<file path="src/rtl/output_port_if.sv">
// output_port_if: CPU write side and device Valid/Ack side of the output port.
// Overflow/OvfClr exist only when OUTPUT_PORT_OVF_EN is defined.
interface output_port_if #(
    parameter int WIDTH_DATA_LENGTH = 8,
    parameter int DEPTH = 4
);
    logic [WIDTH_DATA_LENGTH-1:0] Input;
    logic Write;
    logic Full;
    logic Empty;
    logic [$clog2(DEPTH+1)-1:0] Count;
    logic [WIDTH_DATA_LENGTH-1:0] Output;
    logic Valid;
    logic Ack;
`ifdef OUTPUT_PORT_OVF_EN
    logic Overflow;
    logic OvfClr;
`endif
    modport master (
        output Input, Write, Ack,
        input Full, Empty, Count, Output, Valid
`ifdef OUTPUT_PORT_OVF_EN
        , output OvfClr, input Overflow
`endif
    );
    modport slave (
        input Input, Write, Ack,
        output Full, Empty, Count, Output, Valid
`ifdef OUTPUT_PORT_OVF_EN
        , input OvfClr, output Overflow
`endif
    );
endinterface

</file>
<file path="src/rtl/output_port.sv">
// output_port: CPU-to-device byte FIFO with a Valid/Ack handshake.
// Define OUTPUT_PORT_OVF_EN to add the sticky Overflow flag and its OvfClr input.
module output_port #(
    parameter int WIDTH_DATA_LENGTH = 8,
    parameter int DEPTH = 4
) (
    input logic Clk,
    input logic Rst,
    output_port_if.slave bus
);
    localparam int AW = $clog2(DEPTH);
    localparam int CW = $clog2(DEPTH + 1);
    logic [WIDTH_DATA_LENGTH-1:0] mem [DEPTH];
    logic [AW-1:0] wr_ptr, rd_ptr;
    logic [CW-1:0] count;
    logic full, empty, pop, push;
    assign full  = count == CW'(DEPTH);
    assign empty = count == '0;
    assign pop   = !empty && bus.Ack;
    // a same-cycle pop frees a slot, so a write into a full FIFO still lands
    assign push  = bus.Write && (!full || pop);
    always_ff @(posedge Clk or negedge Rst)
        if (!Rst) begin
            wr_ptr <= '0;
            rd_ptr <= '0;
            count  <= '0;
        end else begin
            if (push) wr_ptr <= wr_ptr + AW'(1);
            if (pop) rd_ptr <= rd_ptr + AW'(1);
            count <= count + CW'(push) - CW'(pop);
        end
    always_ff @(posedge Clk)
        if (push) mem[wr_ptr] <= bus.Input;
    assign bus.Full   = full;
    assign bus.Empty  = empty;
    assign bus.Valid  = !empty;
    assign bus.Count  = count;
    assign bus.Output = empty ? '0 : mem[rd_ptr];
`ifdef OUTPUT_PORT_OVF_EN
    logic ovf;
    always_ff @(posedge Clk or negedge Rst)
        if (!Rst) ovf <= 1'b0;
        else if (bus.Write && full && !pop) ovf <= 1'b1;
        else if (bus.OvfClr) ovf <= 1'b0;
    assign bus.Overflow = ovf;
`endif
endmodule

</file>
<file path="src/flat_wrapper.sv">
// flat-port wrapper written by rule: the top's interface ports become plain ports
module output_port_flat 
#(
    parameter int WIDTH_DATA_LENGTH = 8,
    parameter int DEPTH = 4
)
  (Clk, Rst, bus_Input, bus_Write, bus_Ack, bus_Full, bus_Empty, bus_Count, bus_Output, bus_Valid);
  output_port_if #(.WIDTH_DATA_LENGTH(WIDTH_DATA_LENGTH), .DEPTH(DEPTH)) bus_i ();
  input logic Clk;
  input logic Rst;
  input wire logic [$bits(bus_i.Input)-1:0] bus_Input;
  input wire logic [$bits(bus_i.Write)-1:0] bus_Write;
  input wire logic [$bits(bus_i.Ack)-1:0] bus_Ack;
  output wire logic [$bits(bus_i.Full)-1:0] bus_Full;
  output wire logic [$bits(bus_i.Empty)-1:0] bus_Empty;
  output wire logic [$bits(bus_i.Count)-1:0] bus_Count;
  output wire logic [$bits(bus_i.Output)-1:0] bus_Output;
  output wire logic [$bits(bus_i.Valid)-1:0] bus_Valid;
  assign bus_i.Input = bus_Input;
  assign bus_i.Write = bus_Write;
  assign bus_i.Ack = bus_Ack;
  assign bus_Full = bus_i.Full;
  assign bus_Empty = bus_i.Empty;
  assign bus_Count = bus_i.Count;
  assign bus_Output = bus_i.Output;
  assign bus_Valid = bus_i.Valid;
  output_port #(.WIDTH_DATA_LENGTH(WIDTH_DATA_LENGTH), .DEPTH(DEPTH)) u_core (.Clk(Clk), .Rst(Rst), .bus(bus_i));
endmodule
</file>
<file path="config.mk">
export PLATFORM = sky130hd
export DESIGN_NAME = output_port_flat
export DESIGN_NICKNAME = d
export VERILOG_FILES = /design/src/rtl/output_port_if.sv /design/src/rtl/output_port.sv /design/src/flat_wrapper.sv
export SDC_FILE = /design/constraint.sdc
export NUM_CORES = 1
export LEC_CHECK = 0
export BUFFER_PORTS_ARGS = -buffer_cell sky130_fd_sc_hd__buf_2
export CAP_MARGIN = 20
export CORE_MARGIN = 2
export CORE_UTILIZATION = 25
export DETAILED_ROUTE_END_ITERATION = 6
export GPL_ROUTABILITY_DRIVEN = 0
export SLEW_MARGIN = 20
export SYNTH_ARGS = -nofsm -noshare
export SYNTH_HDL_FRONTEND = slang
export SYNTH_SLANG_ARGS = --single-unit
</file>
<file path="constraint.sdc">
create_clock -name Clk -period 5.35 [get_ports Clk]
set_input_delay 1.07 -clock Clk [delete_from_list [all_inputs] [get_ports Clk]]
set_output_delay 1.07 -clock Clk [all_outputs]
set_load 0.005 [all_outputs]
</file>
; Yosys cells after proc, flatten, opt, wreduce, memory -nomap -nowiden
; Memories as Yosys holds them, arrays and structs flattened.
; Cells that the tools add are included.
[op_classes]
addsub = 4
n_mul = 0
div_mod_pow = 0
order_cmp = 0
n_eq_ne = 1
shifts = 0
n_mux = 3
n_bitwise = 0
n_reduce_logical = 6
[ops]
columns = cell, count
row1 = $mux W8, 1
row2 = $add A2 B1 Y2 const B, 2
row3 = $add A3 B1 Y3, 1
row4 = $eq A3 B3 Y1 const B, 1
row5 = $logic_not A3 Y1, 1
row6 = $sub A3 B1 Y3, 1
row7 = $logic_and A1 B1 Y1, 2
row8 = $logic_not A1 Y1, 2
row9 = $mux W1, 2
row10 = $logic_or A1 B1 Y1, 1
[totals]
register_bits = 7
latch_bits = 0
ram_bits = 32
romBits = 0
in_bits = 12
mem_count = 1
[mem_list]
columns = memory, words, word_bits, read_ports, rd_ports_with_merged_regs, wr, line
row1 = u_core.mem, 4, 8, 1, 0, 1, output_port.sv:13  ; logic [WIDTH_DATA_LENGTH-1:0] mem [DEPTH];

; Longest topological paths before layout
; Gate-level depths: netlist (run 1).
[depth]
word_depth = 7
mapped_depth = 9
mapped_depth_nobuf = 9

; Worst setup path after synthesis (run 1)
; Ideal clock, no wire load.
[synth_path]
path_kind = in2reg
start = input bus_Ack
end = register u_core.count[2] (netlist: u_core.bus.Count[2])
setup_ns = 0.124
arrival_time_ns = 2.300
setup_slack_ns = 2.927
path_stages = 8
cell_sequence = inv_1 -> nor2_1 -> ha_1 -> inv_1 -> ha_1 -> fa_1 -> xor2_1 -> xnor2_1
[synth_via]
elab_chain_len = 5
[synth_lines]
columns = element, line
row1 = "start, declared", flat_wrapper.sv:13  ; input wire logic [$bits(bus_i.Ack)-1:0] bus_Ack;
row2 = $logic_and A1 B1 Y1 (*), output_port.sv:19  ; assign pop = !empty && bus.Ack;
row3 = net u_core.pop, output_port.sv:16  ; logic full, empty, pop, push;
row4 = $logic_or A1 B1 Y1, output_port.sv:21  ; assign push = bus.Write && (!full || pop);
row5 = $logic_and A1 B1 Y1, output_port.sv:21
row6 = $add A3 B1 Y3, output_port.sv:30  ; count <= count + CW'(push) - CW'(pop);
row7 = $sub A3 B1 Y3 (*), output_port.sv:30
row8 = "end signal, assigned", output_port.sv:30
row9 = "end, declared", output_port.sv:15  ; logic [CW-1:0] count;
; Mark *: on every way through the listed nets, which the timed path passes. The rest lies on a longest branch.
; A chain may end at the register's enable or synchronous reset.

; Worst setup path after layout (run 1)
[layout_path]
start = register u_core.rd_ptr[0]
end = output bus_Output[2]
[layout_via]
elab_chain_len = 2
[layout_lines]
columns = element, line
row1 = "start, declared", output_port.sv:14  ; logic [AW-1:0] wr_ptr, rd_ptr;
row2 = "start signal, assigned", output_port.sv:29  ; if (pop) rd_ptr <= rd_ptr + AW'(1);
row3 = $mem_v2 Z4 W8, n/a
row4 = $mux W8, output_port.sv:38  ; assign bus.Output = empty ? '0 : mem[rd_ptr];
row5 = "end, declared", flat_wrapper.sv:17  ; output wire logic [$bits(bus_i.Output)-1:0] bus_Output;
; Every way passes these cells.

==> flow_metrics.py, run 1 <==
metrics = {
    "die": {
        "die_w_um": 85.07,
        "start_util": 0.2587,
        "die_h_um": 85.07,
        "fp.coreArea_um2": 6350,
        "rows": 29,
        "dieArea_um2": 7236,
        "ios": 26,
    },
    "sta": {
        "maxSlewViolCount": 0,
        "tightestPinTransition_ns": 0.5967,
        "skew_ns": 0.009699,
        "rsz0062_at_grt": "false",
        "max_freq_mhz": 338.0,
        "fin_setup_tns_ns": 0,
        "hold_viol_final": 0,
        "slew_headroom": 0.6022,
        "finalSetupViolCount": 0,
        "min_period_over_period": 0.5530,
        "period_minus_slack_ns": 2.958,
    },
    "logic_synthesis": {
        "ys_ff_latch": 39,
        "synthesis.area_um2": 1643,
        "synth_cell_type_count": 17,
        "yosysSeqAreaShare": 0.6915,
        "synth_nets": 107,
        "syn-instance-count": 88,
        "yosysWarnings": 0,
        "avgSynthCellArea_um2": 18.67,
    },
    "layout": {
        "diodes": 0,
        "fin_nets": 136,
        "final_common_cell": "edfxtp_1",
        "design_area_um2": 1918,
        "drive_gt1_frac": 0.3644,
        "syn_to_final_growth_pct": 16.76,
        "final_cell_mix": "32 x edfxtp_1, 25 x buf_2, 12 x and2_1",
    },
    "drt": {
        "vias_per_cell": 4.051,
        "drt-pass1-iter-count": 2,
        "antenna_left": 0,
        "drc": 0,
        "vias": 790,
        "wire_per_inst_um": 13.90,
        "drtIter0Drc": 59,
        "finalWirelength_um": 2710,
    },
    "global_route": {
        "grt_max_degree": 12,
        "grt_overflow_total": 0,
        "grt_pass1_vias": 883,
        "grt_pass1_wl_um": 4526,
        "antenna_found_initial": 0,
        "track_usage": 0.08493,
    },
    "worst_setup_path": {
        "crit_buf_inv": 1,
        "max_stage_delay_ns": 0.72,
        "worstPathRequired_ns": 4.28,
        "cp_top_family": "flip-flops",
        "cp.depth": 3,
        "crit_type": "reg2out",
        "cp_max_fo": 10,
        "cp_slowest_cell": "dfrtp_1",
        "path_cells": "mux4_2 > and2_1 > buf_2",
        "reg2reg_depth": 9,
        "crit_path_start_kind": "register",
        "worstPathArrival_ns": 1.89,
        "end_kind": "output pin",
    },
    "clock_tree": {
        "cts_tree": "built",
        "clk_pin_slew_worst_paths_ns": 0.07,
        "cts_sinks": 39,
        "clk_path_buf_depth": 2,
        "htree_levels": 2,
        "cts-root-buf": "clkbuf_8",
        "clock_latency_ns": 0.28,
        "cts-hold-fix-buffers": 0,
        "cts_resized": 0,
        "cts_buffers": 5,
        "cts_setup_buffers": 0,
    },
    "worst_hold_path": {
        "hp-class": "reg2reg",
        "whs_path_depth": 1,
    },
    "place": {
        "place_hpwl_um": 2005,
        "placedInstanceArea_um2": 1837,
        "io_buffers": 25,
    },
    "power": {
        "power_density_nw_per_um2": 516.5,
        "leakage_uw": 0.0007302,
        "vdd_ir_drop_max_mv": 0.2465,
    },
    "outcome": {
        "status": "finished clean",
    },
    "run": {
        "maxCapViolCount": 0,
    },
}
## sequential cells by signal, indices dropped and copies added (netlist names)
name and flops:
u_core.rd_ptr 2, u_core.wr_ptr 2, u_core.mem 32, u_core.bus.Count 3
## cell type report
class	instances	area (µm²)
clock buffers	7	76.32
clock inverters	1	5.005
fillers	615	4432
inverters	8	30.03
multi-input cells	38	449.2
flip-flops and latches	39	1136
well taps	77	96.34
repair buffers	25	125.1
## cell usage after synthesis, drive strengths merged
library cell,number,area (µm²)
and2,12,75.07
fa,1,20.02
mux2,1,11.26
or3,1,11.26
mux4,8,180.2
xor2,2,17.52
xnor2,3,26.28
nor2,1,3.750
nor3b,1,12.51
buf,2,22.52
inv,8,30.03
nand3,1,5.000
edfxtp,32,960.9
ha,6,75.07
clkbuf,1,5.000
dfrtp,7,175.2
a21boi,1,11.26
## per-layer routing
metal  track usage  wire length (µm)
met2        0.1413              1361
met5             0                 0
met3       0.03988               171
met4       0.02597                31
met1       0.09742              1146
## per-stage QoR
stage          std cells  power (µW)  hold slack (ns)    util  worst slack [ns]
2_1_floorplan         88       708.3           0.4999       -             2.927
3_3_place_gp         187       809.0           0.4977  0.2893             2.696
3_5_place_dp         187       833.3           0.5292  0.2893             2.656
4_1_cts              195        1016           0.5440  0.3021             2.323
5_1_grt              195        1075           0.5638  0.3021             2.217
6_report             195       990.7           0.5311  0.3021             2.392
## power by group
part           switching, µW  internal [µW]  total (µW)
registers               69.5            411         481
logic                    141            188         329
clock network           89.4           91.2         181
total                    300            691         991
## cell families after synthesis
logic type / share of synthesized area
compound gates: 0.006854
xor+xnor: 0.02666
fa+ha+maj: 0.05788
buf+inv: 0.03503
flops: 0.6915
mux: 0.1165
simple gates: 0.06549
## path summary, 6_finish.rpt
check	start	to	slack, ns
worst max-delay path	u_core.rd_ptr[0]	bus_Output[2]	2.39
worst min-delay path	u_core.bus.Count[2]	u_core.bus.Count[2]	0.53
worst max register to register	u_core.bus.Count[1]	u_core.bus.Count[2]	2.98
worst min register to register	u_core.bus.Count[2]	u_core.bus.Count[2]	0.53
max in group asynchronous	Rst	u_core.rd_ptr[1]	4.58
min in group asynchronous	Rst	u_core.wr_ptr[1]	0.61
No activity file was read; power rests on OpenSTA's default activity.
==> run 2: changes to the inputs <==
--- a/config.mk
+++ b/config.mk
@@ -5,6 +5,7 @@
 export SDC_FILE = /design/constraint.sdc
 export NUM_CORES = 1
 export LEC_CHECK = 0
+export ABC_AREA = 1
 export BUFFER_PORTS_ARGS = -buffer_cell sky130_fd_sc_hd__buf_2
 export CAP_MARGIN = 20
 export CORE_MARGIN = 2
==> constraint.sdc (replaced) <==
create_clock -name Clk -period 2.5 [get_ports Clk]
set_input_delay 0.5 -clock Clk [delete_from_list [all_inputs] [get_ports Clk]]
set_output_delay 0.5 -clock Clk [all_outputs]
set_load 0.005 [all_outputs]
==> flow_metrics.py, run 2 <==
metrics = {
    "outcome": {
        "status": "finished clean",
    },
    "clock_tree": {
        "cts_resized": 0,
        "cts_tree": "built",
        "cts_buffers": 5,
        "clk_path_buf_depth": 2,
        "cts-root-buf": "clkbuf_8",
        "clk_pin_slew_worst_paths_ns": 0.07,
        "htree_levels": 2,
        "clock_latency_ns": 0.29,
        "cts_sinks": 39,
        "cts_setup_buffers": 0,
        "cts-hold-fix-buffers": 0,
    },
    "power": {
        "p_comb_frac": 0.425,
        "seqPwrFrac": 0.402,
        "p_int_uw": 1463,
        "p_switching_uw": 875.3,
        "swShare": 0.3744,
        "leakage_uw": 0.001039,
        "p_clk_frac": 0.173,
        "vdd_ir_drop_max_mv": 0.3832,
        "power_density_nw_per_um2": 1065,
    },
    "logic_synthesis": {
        "ys_ff_latch": 39,
        "synthTopCellsByCount": "46 x inv_1, 43 x nand2_1, 32 x edfxtp_1",
        "yosysWarnings": 0,
        "synth_top_cell_area_share": 0.5200,
        "synth_area_leaders": "edfxtp_1 52%, dfrtp_1 9.5%, inv_1 9.3%",
        "synthArstFlopShare": 0.1795,
        "synth_cell_type_count": 18,
        "yosysSeqAreaShare": 0.6148,
        "synth_edf_count": 32,
        "synthesis.area_um2": 1848,
        "yosysTopAreaCell": "edfxtp_1",
        "synth_most_common_cell": "inv_1",
        "synth_nets": 200,
        "avgSynthCellArea_um2": 10.21,
        "syn-instance-count": 181,
        "ys.flop_type": "edfxtp_1",
    },
    "sta": {
        "max_freq_mhz": 513.1,
        "tightestPinTransition_ns": 0.3156,
        "hold_viol_final": 0,
        "period_minus_slack_ns": 1.949,
        "skew_ns": 0.004114,
        "maxSlewViolCount": 0,
        "whs_ns": 0.03306,
        "rsz0062_at_grt": "false",
        "finalSetupViolCount": 0,
        "finalWorstSetupSlack_ns": 0.5510,
        "slew_headroom": 0.7894,
        "fin_setup_tns_ns": 0,
        "min_period_over_period": 0.7796,
    },
    "drt": {
        "drtIter0Drc": 40,
        "finalWirelength_um": 3325,
        "drc": 0,
        "drt-pass1-iter-count": 4,
        "antenna_left": 0,
        "vias_per_cell": 3.725,
        "vias": 1177,
        "wire_per_inst_um": 10.52,
    },
    "die": {
        "ios": 26,
        "dieArea_um2": 8096,
        "start_util": 0.2562,
        "rows": 31,
        "fp.coreArea_um2": 7214,
        "die_h_um": 89.98,
        "die_w_um": 89.98,
    },
    "layout": {
        "largest_register_ffs": 32,
        "fin_nets": 235,
        "syn_to_final_growth_pct": 18.82,
        "drive_gt1_frac": 0.2442,
        "final_cell_mix": "46 x inv_1, 43 x nand2_1, 32 x edfxtp_1",
        "regMostFlops": "u_core.mem",
        "final.fill_count": 767,
        "diodes": 0,
        "final_common_cell": "inv_1",
    },
    "global_route": {
        "grt_max_degree": 18,
        "grt_overflow_total": 0,
        "grt_pass1_vias": 1123,
        "grt_pass1_wl_um": 5533,
        "antenna_found_initial": 0,
        "track_usage": 0.09014,
    },
    "worst_setup_path": {
        "reg2reg_slack_ns": 0.55,
        "reg2reg_from": "u_core.bus.Count[1]",
        "worstPathArrival_ns": 2.12,
        "reg2reg_depth": 9,
        "timing.rr.end": "u_core.bus.Count[2]",
        "end_kind": "register",
        "crit_end": "u_core.bus.Count[2]",
        "crit_type": "reg2reg",
        "cp_max_fo": 4,
        "startpoint": "u_core.bus.Count[1]",
        "worstPathRequired_ns": 2.67,
        "crit_path_start_kind": "register",
    },
    "worst_hold_path": {
        "hp-class": "in2async",
    },
    "place": {
        "dpl_worst_slack_ns": 0.5468,
        "io_buffers": 25,
        "place_hpwl_um": 2411,
    },
    "run": {
        "maxCapViolCount": 0,
    },
}
==> run 2: changes by cell type after synthesis, sizes merged, moves of 2 or more <==
cell / before / now
a21oi: 0 / 8
and2: 12 / 0
buf: 2 / 4
inv: 8 / 49
mux4: 8 / 0
nand2: 0 / 46
nand3: 1 / 19
nor2: 1 / 6
xor2: 2 / 0
==> run 2: worst min-delay path by stage <==
stage	startpoint	to	slack, ns	cells past startpoint
after floorplan	Rst	u_core.bus.Count[0]	0.20	0
after global placement	Rst	u_core.wr_ptr[0]	0.34	1
after detailed placement	Rst	u_core.wr_ptr[0]	0.34	1
after CTS	Rst	u_core.wr_ptr[0]	0.03	1
after global routing	Rst	u_core.wr_ptr[1]	0.02	1
final	Rst	u_core.wr_ptr[1]	0.03	1
==> run 2: area by class of cell <==
type                    instances  area, µm²  area share
inverters                      49      186.4     0.08490
repair buffers                 32      177.7     0.08091
well taps                      99      123.9     0.05641
clock inverters                 2      12.51    0.005698
flip-flops and latches         39       1136      0.5174
multi-input cells              89      486.7      0.2217
clock buffers                   6      72.57     0.03305
==> run 2: power groups by stage <==
stage	clock network (µW)	logic (µW)	registers, µW
floorplan	0	696	935
finish	405	993	940
CTS	418	1030	942
detailed placement	0	1030	954
global placement	0	1010	950
global route	448	1140	962
==> run 2: stage by stage <==
step	cell area [µm²]	std cells	power, µW	utilization
4_1_cts	2196	316	2393	0.3044
3_3_place_gp	2111	308	1961	0.2926
3_5_place_dp	2111	308	1984	0.2926
6_report	2196	316	2338	0.3044
2_1_floorplan	1848	181	1631	-
5_1_grt	2196	316	2552	0.3044
==> run 2: critical path, cell delays in order (launching register included) <==
cell and delay (ns):
dfrtp_1 0.40, nor2_1 0.15, nand2_1 0.11, nand2_1 0.12
inv_1 0.07, ha_1 0.26, inv_1 0.04, ha_1 0.18
fa_1 0.37, xnor2_1 0.13
==> run 2: cells by family after synthesis <==
family                     Yosys count  share of synthesized area
and+or+nand+nor                     71                     0.1638
buffers and inverters               53                     0.1219
DFF                                 39                     0.6148
AOI/OAI and AO/OA                    9                    0.03859
adders and majority gates            7                    0.05146
xor gates and xnor gates             2                   0.009480
==> run 2: routing by layer <==
metal	global-route usage	routed length, µm	up-vias
met2	0.1503	1626	19
met4	0.03718	43	0
met3	0.03018	134	5
met1	0.1071	1520	528
met5	0	0	-
li1	-	-	625
